[src/rtl/transmissor_telemetria_drone.sv]
// Telemetry UART transmitter: sends a 6-byte ASCII snapshot frame of the drone
// simulator state (8N1, LSB first) whenever the snapshot changes or a send is forced.
module transmissor_telemetria_drone #(
  parameter int unsigned CLKS_PER_BIT = 5208
) (
  input  logic       clock,
  input  logic       reset,
  input  logic       enviar,
  input  logic [3:0] posicao_horizontal,
  input  logic [3:0] posicao_vertical,
  input  logic [3:0] obstaculos,
  input  logic [2:0] colisoes,
  input  logic       venceu,
  input  logic       perdeu,
  output logic       saida_serial,
  output logic       ocupado,
  output logic       fim_envio,
  output logic [3:0] db_estado
);

  localparam int unsigned SNAP_W    = 17;
  localparam int unsigned CNT_W     = (CLKS_PER_BIT > 2) ? $clog2(CLKS_PER_BIT) : 1;
  localparam int unsigned LAST_BYTE = 5;

  localparam logic [CNT_W-1:0] CNT_LAST = CNT_W'(CLKS_PER_BIT - 1);

  typedef enum logic [3:0] {
    IDLE    = 4'd0,
    CARREGA = 4'd1,
    START   = 4'd2,
    DADOS   = 4'd3,
    STOP    = 4'd4,
    PROXIMO = 4'd5,
    FIM     = 4'd6
  } estado_t;

  estado_t           state_q, state_d;
  logic [SNAP_W-1:0] frame_q, frame_d;
  logic [SNAP_W-1:0] ultimo_q, ultimo_d;
  logic              pendente_q, pendente_d;
  logic [CNT_W-1:0]  cnt_q, cnt_d;
  logic [2:0]        bit_idx_q, bit_idx_d;
  logic [2:0]        byte_idx_q, byte_idx_d;
  logic              saida_q, saida_d;
  logic              ocupado_q, ocupado_d;
  logic              fim_q, fim_d;

  logic [SNAP_W-1:0] snapshot;
  logic [7:0]        cur_byte;
  logic [2:0]        bit_nxt;
  logic              cnt_done;

  // Nibble to uppercase hex ASCII character
  function automatic logic [7:0] hex_ascii(input logic [3:0] n);
    if (n < 4'd10) return 8'h30 + {4'h0, n};
    else           return 8'h37 + {4'h0, n};
  endfunction

  assign snapshot = {posicao_horizontal, posicao_vertical, obstaculos,
                     colisoes, venceu, perdeu};
  assign bit_nxt  = bit_idx_q + 3'd1;
  assign cnt_done = (cnt_q == CNT_LAST);

  // Select the character currently being shifted from the latched frame
  always_comb begin
    cur_byte = 8'h0A;
    case (byte_idx_q)
      3'd0: cur_byte = hex_ascii(frame_q[16:13]);
      3'd1: cur_byte = hex_ascii(frame_q[12:9]);
      3'd2: cur_byte = hex_ascii(frame_q[8:5]);
      3'd3: cur_byte = 8'h30 + {5'b0, frame_q[4:2]};
      3'd4: begin
        if (frame_q[0])      cur_byte = 8'h50;
        else if (frame_q[1]) cur_byte = 8'h56;
        else                 cur_byte = 8'h4A;
      end
      default: cur_byte = 8'h0A;
    endcase
  end

  // Next-state and next-output logic; line level is computed for the next state
  always_comb begin
    state_d    = state_q;
    frame_d    = frame_q;
    ultimo_d   = ultimo_q;
    pendente_d = pendente_q;
    cnt_d      = cnt_q;
    bit_idx_d  = bit_idx_q;
    byte_idx_d = byte_idx_q;
    saida_d    = saida_q;

    case (state_q)
      IDLE: begin
        saida_d = 1'b1;
        if (pendente_q || enviar || (snapshot != ultimo_q)) state_d = CARREGA;
      end
      CARREGA: begin
        frame_d    = snapshot;
        ultimo_d   = snapshot;
        pendente_d = 1'b0;
        byte_idx_d = 3'd0;
        bit_idx_d  = 3'd0;
        cnt_d      = '0;
        state_d    = START;
        saida_d    = 1'b0;
      end
      START: begin
        if (cnt_done) begin
          cnt_d     = '0;
          bit_idx_d = 3'd0;
          state_d   = DADOS;
          saida_d   = cur_byte[0];
        end else begin
          cnt_d = cnt_q + CNT_W'(1);
        end
      end
      DADOS: begin
        if (cnt_done) begin
          cnt_d = '0;
          if (bit_idx_q == 3'd7) begin
            state_d = STOP;
            saida_d = 1'b1;
          end else begin
            bit_idx_d = bit_nxt;
            saida_d   = cur_byte[bit_nxt];
          end
        end else begin
          cnt_d = cnt_q + CNT_W'(1);
        end
      end
      STOP: begin
        if (cnt_done) begin
          cnt_d   = '0;
          state_d = PROXIMO;
          saida_d = 1'b1;
        end else begin
          cnt_d = cnt_q + CNT_W'(1);
        end
      end
      PROXIMO: begin
        if (byte_idx_q == 3'(LAST_BYTE)) begin
          state_d = FIM;
          saida_d = 1'b1;
        end else begin
          byte_idx_d = byte_idx_q + 3'd1;
          state_d    = START;
          saida_d    = 1'b0;
        end
      end
      FIM: begin
        state_d = IDLE;
        saida_d = 1'b1;
      end
      default: begin
        state_d = IDLE;
        saida_d = 1'b1;
      end
    endcase
  end

  // Status outputs follow the next state so they are aligned with db_estado
  always_comb begin
    ocupado_d = (state_d != IDLE);
    fim_d     = (state_d == FIM);
  end

  // State and datapath registers
  always_ff @(posedge clock or negedge reset) begin
    if (!reset) begin
      state_q    <= IDLE;
      frame_q    <= '0;
      ultimo_q   <= '0;
      pendente_q <= 1'b1;
      cnt_q      <= '0;
      bit_idx_q  <= 3'd0;
      byte_idx_q <= 3'd0;
      saida_q    <= 1'b1;
      ocupado_q  <= 1'b0;
      fim_q      <= 1'b0;
    end else begin
      state_q    <= state_d;
      frame_q    <= frame_d;
      ultimo_q   <= ultimo_d;
      pendente_q <= pendente_d;
      cnt_q      <= cnt_d;
      bit_idx_q  <= bit_idx_d;
      byte_idx_q <= byte_idx_d;
      saida_q    <= saida_d;
      ocupado_q  <= ocupado_d;
      fim_q      <= fim_d;
    end
  end

  assign saida_serial = saida_q;
  assign ocupado      = ocupado_q;
  assign fim_envio    = fim_q;
  assign db_estado    = 4'(state_q);

endmodule

[config.mk]
export PLATFORM = sky130hd
export DESIGN_NAME = transmissor_telemetria_drone
export DESIGN_NICKNAME = d
export VERILOG_FILES = /design/src/rtl/transmissor_telemetria_drone.sv
export SDC_FILE = /design/constraint.sdc
export NUM_CORES = 1
export LEC_CHECK = 0
export ABC_AREA = 1
export ABC_CLOCK_PERIOD_IN_PS = 2200
export CAP_MARGIN = 20
export CORE_ASPECT_RATIO = 0.8
export CORE_MARGIN = 2
export CORE_UTILIZATION = 35
export CTS_CLUSTER_DIAMETER = 30
export DETAILED_ROUTE_END_ITERATION = 7
export PLACE_DENSITY = 0.6
export SLEW_MARGIN = 20
export SYNTH_ARGS = -nofsm -noshare
export SYNTH_HDL_FRONTEND = slang
export SYNTH_SLANG_ARGS = --single-unit
[constraint.sdc]
create_clock -name clock -period 2.2 [get_ports clock]
set_input_delay 0.22 -clock clock [delete_from_list [all_inputs] [get_ports clock]]
set_output_delay 0.22 -clock clock [all_outputs]
set_load 0.01 [all_outputs]
==> metrics.md, run 1 <==
| Metric | Value |
|---|---|
| Status | `finished clean` |
| Post-synth ARST share | `100.0%` |
| Initial Util | `36.31%` |
| Register area share after synthesis | `between 30% and 40%` |
| RSZ-0062 raised after global routing | `no` |
| Crit path cell chain | `inv_1 > ha_1 > inv_1 > nor2_1 > nand3_1 > nand2_1 > nor2_1 > nor2_1 > nor2_1 > nand2_1 > nand2_1 > nand2_1 > nand2_1 > nand2_1 > nand2_1 > a21oi_1` |
| Worst Hold Class | `in -> async` |
| Final Cell Area | `approximately 3400 sq um` |
| Chip height | `between 80 and 90 microns` |
| Input/output buffers | `26` |
| Combinational family with the most area after synthesis | `simple AND/OR/NAND/NOR gates` |
| CTS H-tree lvls | `2` |
| CTS tree | `built` |
| Sw Ratio | `42.13%` |
| Post-Route WL | `6.666 mm` |
| Skew final | `slightly below 8 ps` |
| GP Congestion | `just under 0.9` |
| Post-synthesis adder-cell area fraction | `between 4 and 5%` |
| Worst slack at placement | `around 290 ps` |
| Crit. End Element | `flop` |
| Complex-gate fraction of the synthesized area | `14.18%` |
| P per Cell Area | `996.4 nW/um^2` |
| Ys flop type | `dfrtp_1` |
| Post-DR vias/cell | `around 4.9` |
| Int Pwr | `between 0.0015 and 0.002 W` |
| Worst Path Arrival | `2080 ps` |
| Max-cap violations | `0` |
| Clock latency on the worst-skew pair | `300 ps` |
| Initial antenna violation count | `0` |
| # DRC | `0` |
| Ports | `27` |
| Number of synthesized flops with an enable pin | `0` |
| Synth warnings | `0` |
| Vias in the first global route | `around 2600` |
| Most frequent CP cell | `nand2_1` |
| Ant diodes | `0` |
| Final nets | `between 400 and 500` |
| Num CTS Buffers | `5` |
| Setup TNS | `0 ps` |
| Slowest-stage cell, CP | `dfrtp_1` |
| Mux contribution to synthesized area | `0%` |
| Avg Inst Size Synth | `roughly 7.4 sq um` |
| Worst path max stage delay | `410 ps` |
| Post-route ant nets | `0` |
| Total leakage power | `roughly 1.6 nW` |
| Area Growth Syn to Fin | `18.31%` |
| Die Wd | `106.0 microns` |
| Gate power share | `~42%` |
| Gr ovfl total | `0` |
| Mapped cell area | `2912 sq um` |
| Setup violators final | `0` |
| Commonest non-fill, non-tap cell in the layout | `nand2_1` |
| Share of cells above drive strength 1 | `under 10%` |
| Largest net degree at the start of global routing | `27` |
| Synthesized Nets | `~430` |
| Post-synthesis xor/xnor area fraction | `~4.2%` |
| Critical path data required time | `roughly 2400 ps` |
| Netlist cell types | `38` |
| Dpl hpwl | `roughly 5.2 mm` |
| Period minus WS final | `around 1800 ps` |
| Placed Area | `3311 sq um` |
| Crit share post-route | `about 84%` |
| Peak supply drop | `around 0.00038 V` |
| Clk pwr share | `between 10% and 20%` |
| Clock Sink Count | `between 40 and 50` |
| Hold Vio Cnt, Final | `0` |
| Full die area | `approximately 9100 sq um` |
| Vias | `2619` |
| Critical Path Fanout Max | `5` |
| 1st-pass router iterations | `5` |
| Core Box Area | `approximately 8000 sq um` |
| Critical path class | `reg -> reg` |
| Startpoint types | `flop` |
| Flops & latches, synth | `44` |
| Wire length of the first global-routing pass | `11.70 mm` |
| Post-route insts no fill | `around 540` |
| Net Switching | `roughly 0.0014 W` |
| Final setup margin | `between 300 and 400 ps` |
| Placed Cells | `527` |
| Syn Inst Count | `slightly below 400` |
| Most frequent cells in the layout | `nand2_1 (95), inv_1 (59), dfrtp_1 (42), nor2_1 (32), nand3_1 (30)` |
| Clk pin slew, worst setup/hold paths | `90 ps` |
| Root Driver | `clkbuf_8` |
| Total GRT Usage | `around 16%` |
| Wire length per cell | `roughly 12 microns` |
| Largest buffer count on any clock path | `2` |
| Post-CTS Setup Inserts | `0` |
| Post-synthesis simple-gate area fraction | `roughly 30%` |
| Rows | `29` |
| Flop pwr share | `around two fifths` |
| Max-slew violation count | `0` |
| Initial drt markers | `between 150 and 200` |
| FMAX | `540.8 MHz` |
cell families after synthesis:
family | count (synthesis)
other | 1
AOI/OAI and AO/OA | 69
buffers and inverters | 70
DFF | 44
adders and majority gates | 11
xor gates and xnor gates | 14
and+or+nand+nor | 187
state kept, by name, indices dropped and copies added (netlist names):
| name | cells |
|---|---|
| bit_idx_q | 3 |
| byte_idx_q | 3 |
| cnt_q | 13 |
| db_estado | 4 |
| fim_envio | 1 |
| ocupado | 1 |
| pendente_q | 1 |
| saida_serial | 1 |
| ultimo_q | 17 |
synth_stat cells, types with 4 or more instances:
| master | count | area, sq um |
|---|---|---|
| nand2_1 | 95 | 356.6 |
| nand3_1 | 30 | 150.1 |
| xnor2_1 | 4 | 35.03 |
| nor3_1 | 5 | 25.02 |
| xor2_1 | 10 | 87.58 |
| inv_2 | 4 | 15.01 |
| nand4_1 | 8 | 50.05 |
| nor2_1 | 33 | 123.9 |
| o21ai_0 | 22 | 110.1 |
| dfrtp_1 | 42 | 1051 |
| o21ai_1 | 6 | 30.03 |
| o22ai_1 | 12 | 75.07 |
| a21oi_1 | 18 | 90.09 |
| inv_1 | 59 | 221.5 |
| ha_1 | 11 | 137.6 |
per-stage QoR:
stage / hold slack [ps] / total power, W / util, %
finish: 401.3 / 0.003432 / 42.96
global route: 439.7 / 0.003766 / 42.96
CTS: 410.1 / 0.003467 / 42.92
detailed placement: 207.8 / 0.002787 / 41.29
global placement: 203.1 / 0.002763 / 41.29
floorplan: -75.59 / 0.002354 / -
power by group through the flow:
| stage | sequential (W) | combinational (W) | clock [W] |
|---|---|---|---|
| after floorplan | 0.00124 | 0.00112 | 0 |
| after global placement | 0.00134 | 0.00142 | 0 |
| after detailed placement | 0.00134 | 0.00145 | 0 |
| after CTS | 0.00133 | 0.00145 | 0.000683 |
| after global routing | 0.00138 | 0.00166 | 0.000726 |
| final | 0.00133 | 0.00145 | 0.000658 |
cell type report:
cell class / count / area [sq um]
Clock inverter: 2 / 38.79
Inverter: 64 / 241.5
Tap cell: 108 / 135.1
Timing Repair Buffer: 30 / 300.3
Clock buffer: 6 / 82.58
Sequential cell: 44 / 1104
Multi-Input combinational cell: 282 / 1543
Fill cell: 780 / 4574
worst max-delay path, delay by kind of cell (launching register included):
family / cells / cell delay, ps
buffers and inverters: 2 / 150
AO/OA/AOI/OAI: 1 / 140
AND/OR/NAND/NOR: 12 / 860
flip-flops: 1 / 410
adder cells (fa/ha/maj): 1 / 210
final timing paths:
check / startpoint / to / slack, ps / cells past startpoint
worst min register to register: pendente_q$_DFFE_PN1P_ / pendente_q$_DFFE_PN1P_ / 440 / 2
min in group clock: pendente_q$_DFFE_PN1P_ / pendente_q$_DFFE_PN1P_ / 440 / 2
max in group asynchronous: reset / saida_serial$_DFFE_PN1P_ / 1230 / 3
worst max-delay path: byte_idx_q[1]$_DFFE_PN0P_ / saida_serial$_DFFE_PN1P_ / 350 / 16
worst min-delay path: reset / ultimo_q[2]$_DFFE_PN0P_ / 400 / 2
worst max register to register: byte_idx_q[1]$_DFFE_PN0P_ / saida_serial$_DFFE_PN1P_ / 350 / 16
per-layer routing:
layer | vias to the layer above | track usage, % | routed length, microns
met5 | - | 0 | 0
met3 | 11 | 3.419 | 310
met1 | 1201 | 22.44 | 3373
li1 | 1354 | - | -
met2 | 53 | 24.99 | 2870
met4 | 0 | 4.904 | 112
what timing repair did:
item	4_1_cts	5_1_grt
setup endpoints to repair	0	1
hold endpoints to repair	17	0
hold buffers	1	0
resized for setup	0	1
Power figures use the tool's default switching activity.
==> inputs of run 2 (changes only) <==
ABC_CLOCK_PERIOD_IN_PS = 1500   (was 2200)
PLACE_DENSITY = 0.62   (was 0.6)
clock period = 1.5 ns   (was 2.2 ns; I/O delays follow)
==> run 2 against run 1 <==
- highest routed layer unchanged
- critical path type unchanged
- sequential cell count unchanged
- sequential share of layout area decreased by 6.4 points
- the flow now finishes with violations (setup timing)
- sequential power increased by 37%
==> metrics.md, run 2 (synthesized netlist as in run 1, its figures left out) <==
| Metric | Value |
|---|---|
| Input/output buffers | `26 (unchanged)` |
| Vias in the first global route | `3025 (+19%)` |
| Clk pin slew, worst setup/hold paths | `100 ps (about the same)` |
| Largest register FFs | `17 (unchanged)` |
| Most frequent cells in the layout | `buf_4 (95), nand2_1 (91), inv_1 (44), dfrtp_1 (39)` |
| Vias | `2982 (+14%)` |
| Final setup margin | `-266.3 ps (-617.1 ps)` |
| Total leakage power | `2.086 nW (+31%)` |
| Peak supply drop | `0.0006121 V (+63%)` |
| Period minus WS final | `1766 ps (-82.89 ps)` |
| Largest reg by FF count | `ultimo_q` |
| CTS H-tree lvls | `2 (unchanged)` |
| Register area | `1107 sq um (+0.34%)` |
| FMAX | `566.1 MHz (+4.7%)` |
| Chip height | `85.58 microns (unchanged)` |
| Area of the multi-input gates | `1707 sq um (+11%)` |
| Rows | `29 (unchanged)` |
| Initial antenna violation count | `0 (unchanged)` |
| Critical Path Fanout Max | `4 (-1)` |
| Area Growth Syn to Fin | `48.39%` |
| Crit. End Element | `flop` |
| Critical path class | `reg -> reg` |
| Status | `finished, violations left` |
| Crit share post-route | `117.8% (+34 points)` |
| Worst Hold Class | `in -> async` |
| # DRC | `0 (unchanged)` |
| Share of cells above drive strength 1 | `34.03% (+25 points)` |
| Num CTS Buffers | `5 (unchanged)` |
| Initial drt markers | `102 (-35%)` |
| Max-cap violations | `0 (unchanged)` |
| Ant diodes | `0 (unchanged)` |
| Gr ovfl total | `0 (unchanged)` |
| Setup TNS | `-863.5 ps (-863.5 ps)` |
| Total GRT Usage | `19.30% (+3.3 points)` |
| Wire length per cell | `12.94 microns (+4.1%)` |
| Initial Util | `36.31% (unchanged)` |
| RSZ-0062 raised after global routing | `yes` |
| Reg2Reg Depth | `16 (unchanged)` |
| Post-Route WL | `8.167 mm (+23%)` |
| R2R setup slack | `-270 ps (-620 ps)` |
| Post-DR vias/cell | `4.726 (-3.3%)` |
| Startpoint types | `flop` |
| Fill count | `760 (-2.6%)` |
| 1st-pass router iterations | `4 (-1)` |
| Root Driver | `clkbuf_8` |
| Final Cell Area | `4320 sq um (+25%)` |
| GP Congestion | `0.9153 (+2.9%)` |
| Core Box Area | `8019 sq um (unchanged)` |
| Placed Area | `3918 sq um (+18%)` |
| Worst r2r dst | `saida_serial$_DFFE_PN1P_` |
| Ports | `27 (unchanged)` |
| Max-slew violation count | `0 (unchanged)` |
| Critical path data required time | `1760 ps (-670 ps)` |
| Worst Path Arrival | `2030 ps (-50 ps)` |
| Dpl hpwl | `6.120 mm (+17%)` |
| Skew final | `14.45 ps (+6.773 ps)` |
| End point of the critical path | `saida_serial$_DFFE_PN1P_` |
| Worst reg2reg path startpoint | `byte_idx_q[0]$_DFFE_PN0P_` |
| Setup violators final | `12 (+12)` |
| Wire length of the first global-routing pass | `13.92 mm (+19%)` |
| Post-route ant nets | `0 (unchanged)` |
| Largest net degree at the start of global routing | `45 (+67%)` |
| P per Cell Area | `1411 nW/um^2 (+42%)` |
| Clock latency on the worst-skew pair | `310 ps (about the same)` |
| Final nets | `553 (+21%)` |
| Failing checks | `setup timing` |
| CTS tree | `built` |
| Commonest non-fill, non-tap cell in the layout | `buf_4` |
| Die Wd | `106.0 microns (unchanged)` |
| Clock Sink Count | `44 (unchanged)` |
| Hold Vio Cnt, Final | `0 (unchanged)` |
| Crit path from | `byte_idx_q[0]$_DFFE_PN0P_` |
| Full die area | `9069 sq um (unchanged)` |
| Largest buffer count on any clock path | `2 (unchanged)` |
run 2: worst min path at each step:
stage | endpoint | slack (ps) | start | cells past startpoint
2_1_floorplan | bit_idx_q[0]$_DFFE_PN0P_ | -150 | reset | 0
3_3_place_gp | ultimo_q[12]$_DFFE_PN0P_ | 150 | reset | 2
3_5_place_dp | ultimo_q[12]$_DFFE_PN0P_ | 160 | reset | 2
4_1_cts | ultimo_q[11]$_DFFE_PN0P_ | 350 | reset | 3
5_1_grt | cnt_q[1]$_DFFE_PN0P_ | 370 | reset | 3
6_report | ultimo_q[11]$_DFFE_PN0P_ | 340 | reset | 3
run 2: area by class of cell:
| cell class | instances | share of cell area [%] |
|---|---|---|
| clock buffer | 5 | 1.593 |
| clock inverter | 3 | 0.9847 |
| inverter | 64 | 5.647 |
| multi-input combinational | 282 | 39.50 |
| sequential | 44 | 25.63 |
| tap | 108 | 3.128 |
| timing repair buffer | 125 | 23.52 |
run 2: repair_timing:
item | in CTS | in global routing
endpoints found under the setup margin | 15 | 27
hold buffers | 1 | 0
buffers inserted | 9 | 7
hold endpoints to repair | 42 | 0
resized for setup | 35 | 22
pin swaps | 16 | 14
run 2: worst max-delay path, stage by stage (launching register included):
cell	delay [ps]
dfrtp_1	430
inv_2	110
ha_4	130
inv_2	40
nor2_4	170
inv_2	100
a21oi_2	110
nand2_1	50
nand2_1	70
nor2_1	50
nor2_1	80
nand2_1	50
nand2_1	60
nand2_1	40
nand2_1	50
nand2_1	60
a21oi_2	110
run 2: per-stage QoR:
step           util, %  total power (W)  setup slack (ps)  hold WS [ps]  instances
3_5_place_dp     48.85         0.004952            -353.8         157.6        606
5_1_grt          53.88         0.006629            -473.3         371.5        631
4_1_cts          52.60         0.006039            -272.8         346.2        624
2_1_floorplan        -         0.003456            -70.17        -145.6        396
3_3_place_gp     48.85         0.004909            -351.6         149.6        606
6_report         53.88         0.006095            -266.3         339.6        631
run 2: per-layer routing:
metal  track usage, %  vias to the layer above  routed length (microns)
met3            4.711                        5                      225
met5                0                        -                        0
met4            3.828                        0                       66
li1                 -                     1545                        -
met2            31.03                       27                     3777
met1            26.76                     1405                     4097
run 2: report_power, final:
part           total, W  switching (W)  internal (W)
combinational   0.00332        0.00173       0.00159
sequential      0.00182       0.000299       0.00152
clock          0.000955       0.000461      0.000494
total           0.00609        0.00249       0.00360
